File: src/rtl/store_buffer.sv
// Store buffer: a FIFO of word stores between execute and a single-ported data memory.
// It shares the memory address bus with loads. Define STORE_FWD_EN to forward load hits from pending stores.
module store_buffer #(
    parameter int DEPTH = 4,
    parameter int AW    = 32,
    parameter int DW    = 32
) (
    input  logic                     clk,
    input  logic                     rst,
    input  logic                     st_valid,
    output logic                     st_ready,
    input  logic [AW-1:0]            st_addr,
    input  logic [DW-1:0]            st_data,
    input  logic                     ld_valid,
    input  logic [AW-1:0]            ld_addr,
    output logic                     ld_stall,
    output logic [DW-1:0]            ld_data,
    input  logic [DW-1:0]            mem_rd,
    output logic [AW-1:0]            mem_a,
    output logic [DW-1:0]            mem_wd,
    output logic                     mem_we,
    input  logic                     flush_req,
    output logic                     flush_done,
    output logic [$clog2(DEPTH):0]   count
);
    localparam int PW = $clog2(DEPTH);
    localparam int CW = PW + 1;

    logic [PW-1:0] head_q, head_d;
    logic [PW-1:0] tail_q, tail_d;
    logic [CW-1:0] count_q, count_d;

    logic [AW-1:0] addr_q [DEPTH];
    logic [DW-1:0] data_q [DEPTH];

    logic full, nonempty, enq, drain;
    logic          fwd_hit;
    logic [DW-1:0] fwd_data;

    assign full     = (count_q == CW'(DEPTH));
    assign nonempty = (count_q != '0);

    // A slot freed by a same-cycle drain is not reused until the next cycle.
    assign st_ready = rst && !full && !flush_req;
    assign enq      = st_valid && st_ready;

`ifdef STORE_FWD_EN
    // Loads only lose the bus to a full buffer or a fence.
    assign ld_stall = rst && ld_valid && nonempty && (full || flush_req);
    assign drain    = rst && nonempty && (!ld_valid || full || flush_req);

    logic [DEPTH-1:0] slot_hit;
    for (genvar gi = 0; gi < DEPTH; gi++) begin : g_cmp
        logic [PW-1:0] age;
        assign age         = PW'(gi) - head_q;
        assign slot_hit[gi] = ({1'b0, age} < count_q) && (addr_q[gi] == ld_addr);
    end

    // Walk from oldest to youngest so the youngest match is the one kept.
    always_comb begin
        logic [PW-1:0] idx;
        idx      = '0;
        fwd_hit  = 1'b0;
        fwd_data = '0;
        for (int k = 0; k < DEPTH; k++) begin
            idx = head_q + PW'(k);
            if (slot_hit[idx]) begin
                fwd_hit  = 1'b1;
                fwd_data = data_q[idx];
            end
        end
    end
`else
    // Without forwarding any load waits until every pending store has reached memory.
    assign ld_stall = rst && ld_valid && nonempty;
    assign drain    = rst && nonempty;
    assign fwd_hit  = 1'b0;
    assign fwd_data = '0;
`endif

    assign mem_we     = drain;
    assign mem_a      = drain ? addr_q[head_q] : ld_addr;
    assign mem_wd     = data_q[head_q];
    assign ld_data    = ld_stall ? '0 : (fwd_hit ? fwd_data : mem_rd);
    assign flush_done = (count_q == '0);
    assign count      = count_q;

    always_comb begin
        head_d  = head_q;
        tail_d  = tail_q;
        count_d = count_q;
        if (enq) begin
            tail_d = tail_q + 1'b1;
        end
        if (drain) begin
            head_d = head_q + 1'b1;
        end
        if (enq && !drain) begin
            count_d = count_q + 1'b1;
        end else if (!enq && drain) begin
            count_d = count_q - 1'b1;
        end
    end

    always_ff @(posedge clk or negedge rst) begin
        if (!rst) begin
            head_q  <= '0;
            tail_q  <= '0;
            count_q <= '0;
        end else begin
            head_q  <= head_d;
            tail_q  <= tail_d;
            count_q <= count_d;
        end
    end

    // Entry payloads need no reset; occupancy alone decides validity.
    always_ff @(posedge clk) begin
        if (enq) begin
            addr_q[tail_q] <= st_addr;
            data_q[tail_q] <= st_data;
        end
    end
endmodule
File: config.mk
export PLATFORM = sky130hd
export DESIGN_NAME = store_buffer
export DESIGN_NICKNAME = d
export VERILOG_FILES = /design/src/rtl/store_buffer.sv
export SDC_FILE = /design/constraint.sdc
export NUM_CORES = 1
export LEC_CHECK = 0
export CAP_MARGIN = 20
export CORE_ASPECT_RATIO = 0.5
export CORE_UTILIZATION = 45
export DETAILED_ROUTE_END_ITERATION = 10
export PLACE_DENSITY = 0.79
export SYNTH_ARGS = -nofsm -noshare
export SYNTH_HDL_FRONTEND = slang
export SYNTH_SLANG_ARGS = --single-unit
File: constraint.sdc
create_clock -name clk -period 4.1 [get_ports clk]
set_input_delay 1.23 -clock clk [delete_from_list [all_inputs] [get_ports clk]]
set_output_delay 1.23 -clock clk [all_outputs]
set_load 0.1 [all_outputs]
# Word level (Yosys, flattened, before mapping)
# Memory sizes are Yosys's and may differ from the RTL's.
# Cells that the tools add are included.
dict set report totals {
  register_bits 7
  ram_bits 256
  input_bits 133
  output_inout_bits 103
  elab_cells 31
  mem_count 2
}
# name depth word_bits read_ports rd_clocked_by_memory_dff wr line
set memory_table {}
lappend memory_table {addr_q 4 32 1 0 1 33} ;# logic [AW-1:0] addr_q [DEPTH];
lappend memory_table {data_q 4 32 1 0 1 34} ;# logic [DW-1:0] data_q [DEPTH];
dict set report classes {
  add_sub_neg 4
  n_eq_ne 1
  muxes 6
  reduce_logical 15
}
# op count
set op_table {}
lappend op_table {{$mux 32} 2}
lappend op_table {{$logic_and 1x1->1} 8}
lappend op_table {{$mux 3} 2}
lappend op_table {{$add 2x1->2 const B} 2}
lappend op_table {{$logic_not 1->1} 4}
lappend op_table {{$add 3x1->3 const B} 1}
lappend op_table {{$eq 3x3->1 const B} 1}
lappend op_table {{$logic_not 3->1} 1}
lappend op_table {{$reduce_bool 3->1} 1}
lappend op_table {{$sub 3x1->3 const B} 1}
lappend op_table {{$mux 1} 2}
lappend op_table {{$reduce_bool 2->1} 1}

# Logic depth before layout (Yosys ltp)
dict set report logic_depth {
  depth_word 9
  depth_mapped 10
  depth_no_buf 8
}

# Worst setup path before layout
# Ideal clock, no wire load.
dict set report synth_timing {
  kind {in2out}
  start {in flush_req}
  end {out st_ready}
  t_arrival_ps 2854
  required_ps 2870
  slack_ps 16
  path_stages 2
  path_buffers 0
  path_cell_list {nand2b_1 -> a21oi_1}
}
dict set report synth_between {
  elab_chain_len 2
}
# item line
set synth_lines {}
lappend synth_lines {{start: declaration} 22} ;# input logic flush_req,
lappend synth_lines {{$logic_not 1->1} 44} ;# assign st_ready = rst && !full && !flush_req;
lappend synth_lines {{$logic_and 1x1->1} 44}
lappend synth_lines {{end: declaration} 11} ;# output logic st_ready,
# No other way between the ends.

# Worst setup path in the final report
dict set report layout_timing {
  start {in rst}
  end {out mem_a[28]}
}
dict set report layout_between {
  elab_chain_len 2
}
# item line
set layout_lines {}
lappend layout_lines {{start: declaration} 9} ;# input logic rst,
lappend layout_lines {{$logic_and 1x1->1} 76} ;# assign drain = rst && nonempty;
lappend layout_lines {{$mux 32} 82} ;# assign mem_a = drain ? addr_q[head_q] : ld_addr;
lappend layout_lines {{end: declaration} 19} ;# output logic [AW-1:0] mem_a,
# No other way between the ends.

==> flow_summary.json <==
{
  "cap_viol_max_count": 0,
  "antenna_found_initial": 0,
  "gr-usage-all-layers": 0.181,
  "cp_slowest_cell": "clkdlybuf4s50_1",
  "power_density_nw_per_um2": 749,
  "avgSynthCellArea_sq_um": 23.0,
  "synth_area_leaders": "edfxtp_1 75%, mux4_2 14%, mux2_2 3.7%, and2_1 2.2%, dfrtp_1 1.7%",
  "crit_arrival_ps": 2720,
  "cts_root_buffer": "clkbuf_16",
  "synthesis.area_sq_um": 10200,
  "synth-seq-cells": 263,
  "critPathLaunchType": "primary input",
  "numCtsBuffers": 24,
  "cts_tree": "built",
  "critPathKind": "primary input to output pin",
  "drt_iter0_drc": 211,
  "synthArstFlopShare": 0.0266,
  "fin_skew_ps": 10.8,
  "htreeDepth": 1,
  "post-dp-hpwl_um": 14300,
  "hold_class": "flip-flop to flip-flop",
  "worstPathCellList": "clkdlybuf4s50_1, o31a_2, buf_4, mux2_2, buf_12",
  "slew_violations": 0,
  "grt_pass1_wl_um": 32000,
  "placed_cell_area_sq_um": 13700,
  "ir_drop_v": 0.000417,
  "layout-drive-gt1-share": 0.354,
  "finalSetupViolCount": 0,
  "ioPinCount": 236,
  "seq_area_frac_synth": 0.767,
  "syn_to_final_growth_pct": 40.6,
  "rows": 38,
  "power_w": 0.0108,
  "cts_resized": 0,
  "critPathBufInv": 3,
  "worstSetupEndpointType": "output pin",
  "wl_per_cell_um": 20.8,
  "place.gp.congestion": 0.789,
  "min_period_ps": 3950,
  "viasPerCell": 5.14,
  "fmax_mhz": 253,
  "rsz0062_at_grt": "false",
  "dieArea_sq_um": 23400,
  "hold_viol_final": 0,
  "synth_top_area_frac": 0.750,
  "cts_buffer_depth": 3,
  "synthDistinctLibCells": 23,
  "synth-main-ff-cell": "edfxtp_1",
  "n_antenna_cell": 0,
  "initial_utilization": 0.465,
  "cp_max_fo": 14,
  "grt-ovfl-total": 0,
  "setup_slack_ps": 150,
  "grt_start_max_net_pins": 53,
  "synth.most_common_cell": "edfxtp_1",
  "num_vias": 5239,
  "dieWidth_um": 215,
  "crit_family": "buffers and inverters",
  "fin_area_sq_um": 14400,
  "port_buffers": 235,
  "cts.sinks": 263,
  "grt_pass1_vias": 5674,
  "clkTransAtPathRegs_ps": 60,
  "place_ws_ps": 153,
  "synth_enable_flop_cells": 256,
  "setup-tns-final_ps": 0,
  "p_leak_nw": 4.93,
  "slew_headroom": 0.696,
  "post-route-period-util": 0.963,
  "drc_errors": 0,
  "synth_common_cells": "256 x edfxtp_1, 64 x mux4_2, 36 x and2_1, 34 x mux2_2, 10 x buf_2",
  "final_nets": 843,
  "die_h_um": 109,
  "wl_um": 21200,
  "coreArea_sq_um": 22000,
  "synth_top_cell_by_area": "edfxtp_1",
  "required_ps": 2870,
  "firstDrtPassIters": 4,
  "outcome": "complete, no violations",
  "post-route-util": 0.654,
  "synthCells": 446,
  "antenna_left": 0,
  "hold_buffers": 0,
  "worst_slew_pin_slew_ps": 456,
  "post_cts_buffers": 0,
  "clkLatencyLatePin_ps": 510,
  "syn-num-nets": 585,
  "synth_warnings": 0,
  "max_stage_delay_ps": 480
}
state kept, by name, indices dropped and copies added (netlist names):
| name | cells |
|---|---|
| count | 3 |
| tail_q | 2 |
| data_q | 128 |
| addr_q | 128 |
| head_q | 2 |
layout make-up:
type                       instances  area (sq um)
sequential                       263          7870
fill                            1431          7610
timing repair buffer             253          3170
multi-input combinational        155          2250
clock buffer                      32           652
tap                              300           375
clock inverter                    10          66.3
inverter                           7          26.3
metrics by stage:
stage          std cells  hold WS [ps]
2_1_floorplan        446           534
3_3_place_gp         978           568
3_5_place_dp         978           582
4_1_cts             1020           598
5_1_grt             1020           628
6_report            1020           598
per-layer routing:
layer	GRT usage	vias up	routed length [um]
met4	0.0436	0	354
met1	0.219	2688	8300
met2	0.339	168	11400
met3	0.0365	25	1170
met5	0	-	0
li1	-	2358	-
layout by cell type, fill, tap and decap left out, types with 2 or more instances in the layout:
cell / instances
and2_1: 32
and2_4: 4
buf_12: 75
buf_4: 46
clkbuf_1: 7
clkbuf_16: 25
clkdlybuf4s50_1: 132
clkinv_1: 7
clkinv_2: 2
dfrtp_1: 5
edfxtp_1: 256
ha_1: 5
inv_1: 7
mux2_2: 34
mux4_2: 64
nor2_1: 2
xnor2_1: 3
xor2_1: 3
logic make-up after synthesis:
logic type	count (synthesis)	share of synthesized area
AO/OA/AOI/OAI	3	0.00256
multiplexers	98	0.178
buffers and inverters	28	0.0140
AND/OR/NAND/NOR	42	0.0248
flip-flops	263	0.767
XOR/XNOR	6	0.00513
adder cells (fa/ha/maj)	6	0.00806
worst paths after layout:
path,startpoint,endpoint,slack (ps),cells past startpoint
max in group asynchronous,rst,head_q[0],2920,2
min in group asynchronous,rst,count[1],1040,2
worst min-delay path,tail_q[1],tail_q[1],600,1
worst min register to register,tail_q[1],tail_q[1],600,1
worst max register to register,count[0],count[2],1700,10
worst max-delay path,rst,mem_a[28],150,5
where the power goes:
group	switching [W]	internal, W
sequential	0.000132	0.00314
clock	0.000891	0.00117
combinational	0.00363	0.00182
total	0.00465	0.00613
Note: power is estimated with default switching activity, not from simulation.
